[config.mk]
export PLATFORM = sky130hd
export DESIGN_NAME = life_run_sequencer
export DESIGN_NICKNAME = d
export VERILOG_FILES = /design/src/rtl/life_pkg.sv /design/src/rtl/life_step_timer.sv /design/src/rtl/life_run_sequencer.sv
export SDC_FILE = /design/constraint.sdc
export NUM_CORES = 1
export LEC_CHECK = 0
export CAP_MARGIN = 20
export CORE_MARGIN = 4
export CORE_UTILIZATION = 50
export CTS_CLUSTER_DIAMETER = 40
export DETAILED_ROUTE_END_ITERATION = 10
export GPL_TIMING_DRIVEN = 0
export PLACE_DENSITY = 0.92
export RECOVER_POWER = 25
export SLEW_MARGIN = 20
export SYNTH_ARGS = -nofsm -noshare
export SYNTH_HDL_FRONTEND = slang
export SYNTH_SLANG_ARGS = --single-unit
[constraint.sdc]
create_clock -name clk -period 3.3 [get_ports clk]
set_input_delay 0.33 -clock clk [delete_from_list [all_inputs] [get_ports clk]]
set_output_delay 0.33 -clock clk [all_outputs]
set_load 0.03 [all_outputs]
[src/rtl/life_pkg.sv]
// Shared types for the life run sequencer: FSM states,
// quadrant selector codes and readback beat phases.
package life_pkg;

    localparam int NUM_QUAD  = 4;
    localparam int QUAD_BITS = 16;

    localparam logic [1:0] Q_TL = 2'd0;
    localparam logic [1:0] Q_BL = 2'd1;
    localparam logic [1:0] Q_TR = 2'd2;
    localparam logic [1:0] Q_BR = 2'd3;

    typedef enum logic [2:0] {
        IDLE,
        LOAD,
        RUN,
        CHECK,
        DUMP
    } state_t;

    typedef enum logic [1:0] {
        PH_WAIT,
        PH_CAP,
        PH_OUT
    } dump_ph_t;

endpackage

[src/rtl/life_step_timer.sv]
// Period counter: emits a one-cycle step after `period` idle
// cycles, so pulses are period+1 cycles apart while enabled.
module life_step_timer #(
    parameter int PER_W = 8
) (
    input  logic             clk,
    input  logic             reset,
    input  logic             enable,
    input  logic             clear,
    input  logic [PER_W-1:0] period,
    output logic             step
);

    logic [PER_W-1:0] cnt;

    assign step = enable && (cnt == period);

    always_ff @(posedge clk or negedge reset) begin
        if (!reset) begin
            cnt <= '0;
        end else if (clear) begin
            cnt <= '0;
        end else if (enable) begin
            cnt <= step ? '0 : cnt + 1'b1;
        end
    end

endmodule

[src/rtl/life_run_sequencer.sv]
// Runs a life_array_8x8 through seed load, N steps and readback.
// Define LIFE_STILL_DETECT_EN to stop early on a still life.
module life_run_sequencer
    import life_pkg::*;
#(
    parameter int GEN_W = 16,
    parameter int PER_W = 8
) (
    input  logic             clk,
    input  logic             reset,
    input  logic             start,
    input  logic             abort,
    input  logic [63:0]      seed,
    input  logic [GEN_W-1:0] gens,
    input  logic [PER_W-1:0] period,
    output logic             busy,
    output logic             done,
    output logic [GEN_W-1:0] gen_count,
    output logic             stable,
    output logic [15:0]      dout,
    output logic [1:0]       dout_sel,
    output logic             dout_valid,
    input  logic             dout_ready,
    output logic [15:0]      arr_vali,
    output logic [1:0]       arr_vali_sel,
    output logic             arr_wen,
    output logic [1:0]       arr_valo_sel,
    output logic             arr_step,
    input  logic [15:0]      arr_valo
);

    state_t   state, state_n;
    dump_ph_t phase;

    logic [1:0]                    q;
    logic [NUM_QUAD*QUAD_BITS-1:0] seed_r;
    logic [GEN_W-1:0]              gens_r;
    logic [GEN_W-1:0]              gc_inc;
    logic [PER_W-1:0]              per_r;
    logic [1:0]                    valo_sel_r;
    logic                          step;
    logic                          last_beat;

    assign gc_inc    = gen_count + 1'b1;
    assign last_beat = (state == DUMP) && (phase == PH_OUT)
                    && dout_ready && (q == Q_BR);

`ifdef LIFE_STILL_DETECT_EN
    logic [NUM_QUAD*QUAD_BITS-1:0] snap;
    logic [2:0]                    idx;
    logic [1:0]                    cq;
    logic                          diff;
    logic                          all_eq;
    logic                          stable_r;

    // Read data trails the selector by one cycle.
    assign cq     = idx[1:0] - 2'd1;
    assign all_eq = !diff && (arr_valo == snap[{cq, 4'd0} +: QUAD_BITS]);
    assign stable = stable_r;
`else
    assign stable = 1'b0;
`endif

    life_step_timer #(
        .PER_W (PER_W)
    ) u_timer (
        .clk    (clk),
        .reset  (reset),
        .enable (state == RUN),
        .clear  (state == LOAD),
        .period (per_r),
        .step   (step)
    );

    assign busy         = (state != IDLE);
    assign arr_wen      = (state == LOAD);
    assign arr_vali_sel = arr_wen ? q : Q_TL;
    assign arr_vali     = arr_wen ? seed_r[{q, 4'd0} +: QUAD_BITS] : '0;
    assign arr_step     = step;
    assign arr_valo_sel = valo_sel_r;

    always_ff @(posedge clk or negedge reset) begin
        if (!reset) state <= IDLE;
        else        state <= state_n;
    end

    always_comb begin
        state_n = state;
        unique case (state)
            IDLE:  if (start) state_n = LOAD;
            LOAD:  if (q == Q_BR) state_n = (gens_r != '0) ? RUN : DUMP;
            RUN: begin
                if (step) begin
`ifdef LIFE_STILL_DETECT_EN
                    state_n = CHECK;
`else
                    if (gc_inc == gens_r) state_n = DUMP;
`endif
                end
            end
            CHECK: begin
`ifdef LIFE_STILL_DETECT_EN
                if (idx == 3'd4)
                    state_n = (all_eq || gen_count == gens_r) ? DUMP : RUN;
`else
                state_n = IDLE;
`endif
            end
            DUMP:    if (last_beat) state_n = IDLE;
            default: state_n = IDLE;
        endcase
        if (abort) state_n = IDLE;
    end

    always_ff @(posedge clk or negedge reset) begin
        if (!reset) begin
            q          <= Q_TL;
            phase      <= PH_WAIT;
            seed_r     <= '0;
            gens_r     <= '0;
            per_r      <= '0;
            gen_count  <= '0;
            valo_sel_r <= Q_TL;
            dout       <= '0;
            dout_sel   <= Q_TL;
            dout_valid <= 1'b0;
            done       <= 1'b0;
`ifdef LIFE_STILL_DETECT_EN
            snap       <= '0;
            idx        <= '0;
            diff       <= 1'b0;
            stable_r   <= 1'b0;
`endif
        end else begin
            done <= 1'b0;
            unique case (state)
                IDLE: begin
                    if (start && !abort) begin
                        seed_r    <= seed;
                        gens_r    <= gens;
                        per_r     <= period;
                        gen_count <= '0;
                        q         <= Q_TL;
`ifdef LIFE_STILL_DETECT_EN
                        stable_r  <= 1'b0;
`endif
                    end
                end
                LOAD: begin
                    q <= q + 2'd1;
`ifdef LIFE_STILL_DETECT_EN
                    snap <= seed_r;
`endif
                end
                RUN: begin
                    if (step) begin
                        gen_count <= gc_inc;
`ifdef LIFE_STILL_DETECT_EN
                        idx        <= '0;
                        diff       <= 1'b0;
                        valo_sel_r <= Q_TL;
`endif
                    end
                end
                CHECK: begin
`ifdef LIFE_STILL_DETECT_EN
                    idx        <= idx + 3'd1;
                    valo_sel_r <= (idx < 3'd3) ? idx[1:0] + 2'd1 : Q_TL;
                    if (idx != 3'd0) begin
                        if (arr_valo != snap[{cq, 4'd0} +: QUAD_BITS])
                            diff <= 1'b1;
                        snap[{cq, 4'd0} +: QUAD_BITS] <= arr_valo;
                    end
                    if (idx == 3'd4 && all_eq) stable_r <= 1'b1;
`endif
                end
                DUMP: begin
                    unique case (phase)
                        PH_WAIT: phase <= PH_CAP;
                        PH_CAP: begin
                            dout       <= arr_valo;
                            dout_sel   <= q;
                            dout_valid <= 1'b1;
                            phase      <= PH_OUT;
                        end
                        PH_OUT: begin
                            if (dout_ready) begin
                                dout_valid <= 1'b0;
                                q          <= q + 2'd1;
                                valo_sel_r <= q + 2'd1;
                                phase      <= PH_WAIT;
                                done       <= (q == Q_BR) && !abort;
                            end
                        end
                        default: phase <= PH_WAIT;
                    endcase
                end
                default: ;
            endcase
            if (state_n == DUMP && state != DUMP) begin
                q          <= Q_TL;
                phase      <= PH_WAIT;
                valo_sel_r <= Q_TL;
            end
            if (abort && state != IDLE) dout_valid <= 1'b0;
        end
    end

endmodule

==> summary.txt, run 1 <==
STA
  – Fin. Hold Viols: 0
  – Worst Tran Pin Value: ~2.6 ns
  – Slew HR: -73.1%
  – Clock Skew: roughly 0.011 ns
  – Tcrit/Tclk final: between 90% and 100%
  – Setup violators final: 0
  – Final Critical Period: roughly 3.1 ns
  – RSZ-0062 raised after global routing: false
  – WHS: between 0.4 and 0.5 ns
  – F_max: 318 MHz
  – Sum Neg Setup Slack: 0 ns
  – Final slew viol count: 46

Floorplan
  – Die X: between 100 and 150 um
  – Initial Util: between 50% and 60%
  – Total core area: 0.0135 mm2
  – Die area: between 0.015 and 0.02 mm2
  – Chip height: 126 um
  – Rows: 42
  – # IOs: approximately 170

GRT
  – Largest net degree at the start of global routing: 97
  – Total gr overflow: 0
  – Initial antenna violation count: 1
  – First-pass GRT wire length: between 30 and 40 mm
  – GRT Util Overall: approximately a quarter
  – Vias in the first global route: ~5800

Finish
  – Final instance area: slightly below 0.01 mm2
  – Diodes inserted: 0
  – Most common cell after layout, fill and taps aside: clkdlybuf4s50_1
  – Area growth syn-to-layout: 37.8%
  – Layout cell share with drive strength beyond 1: about a quarter
  – Commonest cells after routing, fill and taps aside: 149 x clkdlybuf4s50_1, 141 x dfrtp_1, 104 x mux2_2, 40 x o21ai_0, 35 x nor2_1
  – Fillers: roughly 900
  – Fin nets: roughly 880

Power and ir drop
  – Power per cell area: between 500 and 600 mW/mm2
  – Leak Pwr: 4.22 nW
  – Maximum vdd drop: ~0.00044 V
  – Overall power: between 5 and 6 mW

Clock tree
  – CTS max path bufs: 2
  – CTS tree: yes
  – CTS root buf: clkbuf_16
  – Worst-path clk slew: approximately 0.060 ns
  – Latest clock arrival within the worst-skew pair: around 0.43 ns
  – CTS Sinks: ~140
  – CTS buffer count: 17
  – Postcts setup bufs: 0
  – Htree depth: 4

Critical path
  – Flop-to-flop setup slack: 0.19 ns
  – Critical path class: flop to output pin
  – Crit-path max FO: 9
  – Worst Setup EP: arr_step
  – R2R Path Start: gen_count[0]$_DFFE_PN0P_
  – Setup crit start: u_timer.cnt[5]$_DFFE_PN0P_
  – Crit path required time: ~3 ns
  – R2R depth: 8
  – Worst setup EP type: output pin
  – RR Endpoint: phase[1]$_DFFE_PN0P_
  – CP Data Arrival Time: 2.82 ns
  – Worst Setup Start Kind: flop

Logic synthesis
  – Synthesized flop and latch total: 141
  – Syn Nets: between 600 and 700
  – Cell Area, Synth: roughly 0.007 mm2
  – Most common flop cell mapped by yosys: dfrtp_1
  – Netlist cell types: 55
  – Post-synthesis async set-or-reset flop share: 100%
  – Post-synth EDFFs: 0
  – Seq/Total Area, Yosys: 50.6%
  – Syn avg cell area: between 10 and 15 um2
  – Cells after Synth: 583
  – Yosys warns: 0

Routing
  – Initial DRC count: about 400
  – ANT nets after route: 0
  – Post-Route WL: just over 20 mm
  – DRC: 0
  – WL per Instance: approximately 21 um
  – Avg Vias per Cell: ~5.8
  – Total number of vias: between 5000 and 6000
  – Drt first pass iters: 7

Placement
  – PortBufs: around 170
  – Dpl cell area: 0.00889 mm2
  – Final GP Congestion: just over 0.9
  – Hpwl dp: 14.2 mm

Run status
  – Violated checks: max-capacitance violations, max-slew violations
  – Outcome: complete, but fails checks

Run
  – Max-cap viol count: 1

Worst hold path
  – Min-Delay Path Class: primary input to flop
layout make-up:
class	instances	area (um2)	share of cell area, %
repair buffers	169	1750	18.2
plain buffers	32	166	1.73
well taps	176	220	2.29
multi-input cells	401	3260	34.0
clock inverters	13	213	2.21
clock buffers	19	433	4.51
inverters	9	33.8	0.352
flip-flops and latches	141	3530	36.7
repair_timing:
item | 4_1_cts | 5_1_grt
hold buffers | 1 | 0
setup endpoints to repair | 18 | 18
pin swaps | 0 | 0
gates resized for setup | 5 | 19
endpoints found under the hold margin | 45 | 0
cloned | 0 | 0
stage by stage:
| stage | utilization [%] | std cells | setup slack, ns |
|---|---|---|---|
| 6_report | 71.4 | 960 | 0.155 |
| 2_1_floorplan | - | 583 | 0.639 |
| 5_1_grt | 71.4 | 960 | 0.0591 |
| 4_1_cts | 71.1 | 960 | 0.00897 |
| 3_3_place_gp | 65.9 | 926 | -3.39 |
| 3_5_place_dp | 66.1 | 927 | 0.297 |
cell families (layout without fill, tap and decap cells):
logic type,Yosys count,in the layout,share of synthesized area [%]
AOI/OAI and AO/OA,81,81,6.71
muxes,125,125,22.7
and+or+nand+nor,158,158,12.5
xor gates and xnor gates,32,32,4.02
DFF,141,141,50.6
buffers and inverters,41,242,2.71
other,1,1,0.0538
adders and majority gates,4,4,0.682
layer usage:
layer | vias to the layer above | GRT usage [%] | part of all wire, %
met4 | 2 | 10.5 | 3.5
met1 | 2760 | 28.6 | 36
li1 | 2475 | - | -
met5 | - | 0 | 0.074
met3 | 68 | 8.09 | 8.5
met2 | 305 | 42.9 | 52
synthesized netlist by cell type (all sizes together), types with 5 or more instances:
cell / n / area share (%)
nor2: 35 / 1.9
xnor2: 13 / 1.6
xor2: 19 / 2.4
inv: 8 / 0.43
buf: 19 / 1.5
mux2: 104 / 17
a21oi: 17 / 1.2
clkbuf: 13 / 0.70
nor3: 8 / 0.65
nor2b: 5 / 0.45
nand3: 19 / 1.4
mux4: 16 / 5.2
nor4: 8 / 1.2
nand4: 7 / 0.93
dfrtp: 141 / 51
o21ai: 41 / 3.0
mux2i: 5 / 0.72
nand2: 33 / 1.8
o31ai: 5 / 0.54
and2: 19 / 1.7
and3: 5 / 0.45
registers in the layout (all words and copies together) (netlist names):
signal,cells
seed_r,64
dout,16
gen_count,16
gens_r,16
per_r,8
u_timer.cnt,8
state,3
arr_valo_sel,2
dout_sel,2
phase,2
q,2
done,1
dout_valid,1
power by group:
part | switching, mW | internal [mW]
Combinational | 0.470 | 0.589
Clock | 0.755 | 1.35
Sequential | 0.189 | 1.98
worst min-delay path by stage:
stage                                  from                          end  slack [ns]  cells after the start
floorplan                             reset  arr_valo_sel[0]$_DFFE_PN0P_        0.03                      0
global placement    dout_sel[1]$_DFFE_PN0P_      dout_sel[1]$_DFFE_PN0P_        0.47                      2
detailed placement                    reset       seed_r[36]$_DFFE_PN0P_        0.25                      1
CTS                                   reset       seed_r[36]$_DFFE_PN0P_        0.38                      2
global route                       gens[13]       gens_r[13]$_DFFE_PN0P_        0.51                      3
finish                             gens[13]       gens_r[13]$_DFFE_PN0P_        0.48                      3
worst max-delay path: stages (launching register included):
cell,delay (ns)
dfrtp_1,0.43
xor2_1,0.17
nor4_1,0.51
nand3_2,0.30
clkinv_1,0.27
clkdlybuf4s50_1,0.72
No activity file was read; power rests on OpenSTA's default activity.
==> run 2: changes to the inputs <==
CORE_UTILIZATION = 40   (was 50)
PLACE_DENSITY = 0.78   (was 0.92)
==> run 2 against run 1 <==
Net effect:
- the run still ends with max-capacitance violations, max-slew violations left
- sequential cell count is the same
- non-clock buffer count is the same
- via count shrank 6.0%
- wire length shrank 9.4%
- clock-buffer cell count grew 4
- utilization shrank 15 points
- combinational power shrank 4%
- clock skew grew 0.0015 ns
- global-route usage shrank 5.9 points
- cell count grew 4.6%
- sequential power is essentially flat
- critical path type unchanged
==> summary.txt, run 2 (same netlist as run 1, synthesis figures left out) <==
GRT
  – Total gr overflow: 0 (unchanged)
  – First-pass GRT wire length: 29.3 mm (was 31.3 mm)
  – Largest net degree at the start of global routing: 73 (was 97)
  – Vias in the first global route: 5483 (was 5842)
  – GRT Util Overall: 19.0% (was 24.9%)
  – Initial antenna violation count: 0 (was 1)

Power and ir drop
  – Power per cell area: 523 mW/mm2 (was 555 mW/mm2)
  – Overall power: 5.00 mW (was 5.33 mW)
  – Leak Pwr: 4.07 nW (was 4.22 nW)
  – Maximum vdd drop: 0.000536 V (was 0.000436 V)

Critical path
  – CP Data Arrival Time: 2.84 ns (was 2.82 ns)
  – Worst Setup Start Kind: flop (unchanged)
  – R2R depth: 8 (unchanged)
  – RR Endpoint: phase[1]$_DFFE_PN0P_ (unchanged)
  – Worst setup EP type: output pin (unchanged)
  – R2R Path Start: gen_count[0]$_DFFE_PN0P_ (unchanged)
  – Crit-path max FO: 9 (unchanged)
  – Flop-to-flop setup slack: 0.29 ns (was 0.19 ns)
  – Crit path required time: 2.97 ns (about the same)
  – Critical path class: flop to output pin (unchanged)

Finish
  – Register Area: 0.00353 mm2 (unchanged)
  – Fin nets: 883 (unchanged)
  – Fillers: 1451 (was 894)
  – Area growth syn-to-layout: 37.2% (was 37.8%)
  – Register with the most flip-flops: seed_r (unchanged)
  – Commonest cells after routing, fill and taps aside: 156 x clkdlybuf4s50_1, 141 x dfrtp_1, 104 x mux2_2, 40 x o21ai_0, 35 x nor2_1 (was 149 x clkdlybuf4s50_1, 141 x dfrtp_1, 104 x mux2_2, 40 x o21ai_0, 35 x nor2_1)
  – Most common cell after layout, fill and taps aside: clkdlybuf4s50_1 (unchanged)
  – Post-layout util: 56.9% (was 71.4%)
  – Diodes inserted: 0 (unchanged)
  – Multi-input gate area: 0.00326 mm2 (unchanged)
  – Max reg flops: 64 (unchanged)
  – Layout cell share with drive strength beyond 1: 24.1% (unchanged)

Floorplan
  – Total core area: 0.0168 mm2 (was 0.0135 mm2)
  – Rows: 47 (was 42)
  – Chip height: 140 um (was 126 um)
  – Initial Util: 41.4% (was 51.8%)
  – Die X: 140 um (was 126 um)
  – # IOs: 169 (unchanged)
  – Die area: 0.0196 mm2 (was 0.0159 mm2)

STA
  – Slew HR: -19.7% (was -73.1%)
  – Worst Tran Pin Value: 1.80 ns (was 2.60 ns)
  – RSZ-0062 raised after global routing: false (unchanged)
  – WHS: 0.473 ns (was 0.484 ns)
  – Sum Neg Setup Slack: 0 ns (unchanged)
  – Fin. Hold Viols: 0 (unchanged)
  – Clock Skew: 0.0122 ns (was 0.0107 ns)
  – F_max: 316 MHz (was 318 MHz)
  – Final Critical Period: 3.17 ns (was 3.15 ns)
  – Tcrit/Tclk final: 96.0% (was 95.3%)
  – Setup violators final: 0 (unchanged)
  – Final slew viol count: 70 (was 46)

Worst hold path
  – Min-Delay Path Class: primary input to flop (unchanged)
  – Hold Path Sink: gens_r[13]$_DFFE_PN0P_ (unchanged)
  – Hold depth: 3 (unchanged)
  – Hold path start: gens[13] (unchanged)

Routing
  – ANT nets after route: 0 (unchanged)
  – Initial DRC count: 350 (was 404)
  – Post-Route WL: 18.3 mm (was 20.2 mm)
  – Avg Vias per Cell: 5.25 (was 5.84)
  – WL per Instance: 18.2 um (was 21.0 um)
  – DRC: 0 (unchanged)
  – Total number of vias: 5271 (was 5610)
  – Drt first pass iters: 8 (was 7)

Clock tree
  – CTS buffer count: 17 (unchanged)
  – CTS root buf: clkbuf_16 (unchanged)
  – Htree depth: 4 (unchanged)
  – CTS Sinks: 141 (unchanged)
  – Worst-path clk slew: 0.06 ns (about the same)
  – CTS tree: yes (unchanged)
  – CTS max path bufs: 2 (unchanged)
  – Postcts setup bufs: 0 (unchanged)
  – Latest clock arrival within the worst-skew pair: 0.42 ns (was 0.43 ns)

Run status
  – Violated checks: max-capacitance violations, max-slew violations (unchanged)
  – Outcome: complete, but fails checks (unchanged)

Placement
  – Hpwl dp: 13.3 mm (was 14.2 mm)
  – Final GP Congestion: 0.880 (was 0.907)
  – PortBufs: 167 (unchanged)

Run
  – Max-cap viol count: 1 (unchanged)
run 2: changes by cell type in the layout (fill, tap and decap cells not counted), sizes merged:
cell           delta
clkdlybuf4s50     +7
bufinv            -4
buf               +2
inv               -1
clkinvlp          +2
clkbuf            +2
clkinv            -1
dlymetal6s2s      -7
run 2: metrics by stage:
step / setup slack (ns) / instance area, um2 / cells
after floorplan: 0.639 / 6970 / 583
final: 0.132 / 9560 / 1004
after global placement: -3.90 / 8920 / 970
after detailed placement: 0.290 / 8950 / 971
after global routing: 0.000387 / 9560 / 1004
after CTS: 0.0277 / 9540 / 1004
run 2: worst max-delay path by stage:
stage,start,to,depth (start not counted)
after detailed placement,state[2]$_DFF_PN0_,arr_vali[9],6
final,u_timer.cnt[5]$_DFFE_PN0P_,arr_step,5
after global placement,reset,seed_r[58]$_DFFE_PN0P_,1
after global routing,state[2]$_DFF_PN0_,arr_vali[1],6
after CTS,state[2]$_DFF_PN0_,arr_vali[9],6
after floorplan,gen_count[0]$_DFFE_PN0P_,phase[1]$_DFFE_PN0P_,8
run 2: critical path: stages (launching register included):
cell	delay (ns)
dfrtp_1	0.43
xor2_1	0.16
nor4_1	0.51
nand3_2	0.32
clkinv_1	0.28
clkdlybuf4s50_1	0.73
run 2: cell type report:
class,instances,area share [%]
Timing Repair Buffer,169,18.1
Inverter,9,0.353
Clock buffer,23,5.00
Tap cell,220,2.88
Sequential cell,141,36.9
Multi-Input combinational cell,401,34.1
Buffer,32,1.77
Clock inverter,9,0.903
run 2: routing by layer:
| layer | global-route usage (%) | wire, um | vias to the layer above |
|---|---|---|---|
| li1 | - | - | 2472 |
| met1 | 23.2 | 7480 | 2597 |
| met2 | 31.7 | 9200 | 179 |
| met3 | 7.06 | 1330 | 23 |
| met4 | 5.30 | 260 | 0 |
| met5 | 0 | 0 | - |
run 2: report_power, final:
group,switching [mW],internal [mW]
registers,0.162,1.98
logic,0.430,0.589
clock network,0.742,1.10
total,1.33,3.67
run 2: timing repair:
item / 4_1_cts / 5_1_grt
endpoints found under the setup margin: 19 / 18
hold buffers: 1 / 0
hold endpoints to repair: 69 / 0
pin swaps: 0 / 0
gates resized for setup: 6 / 15
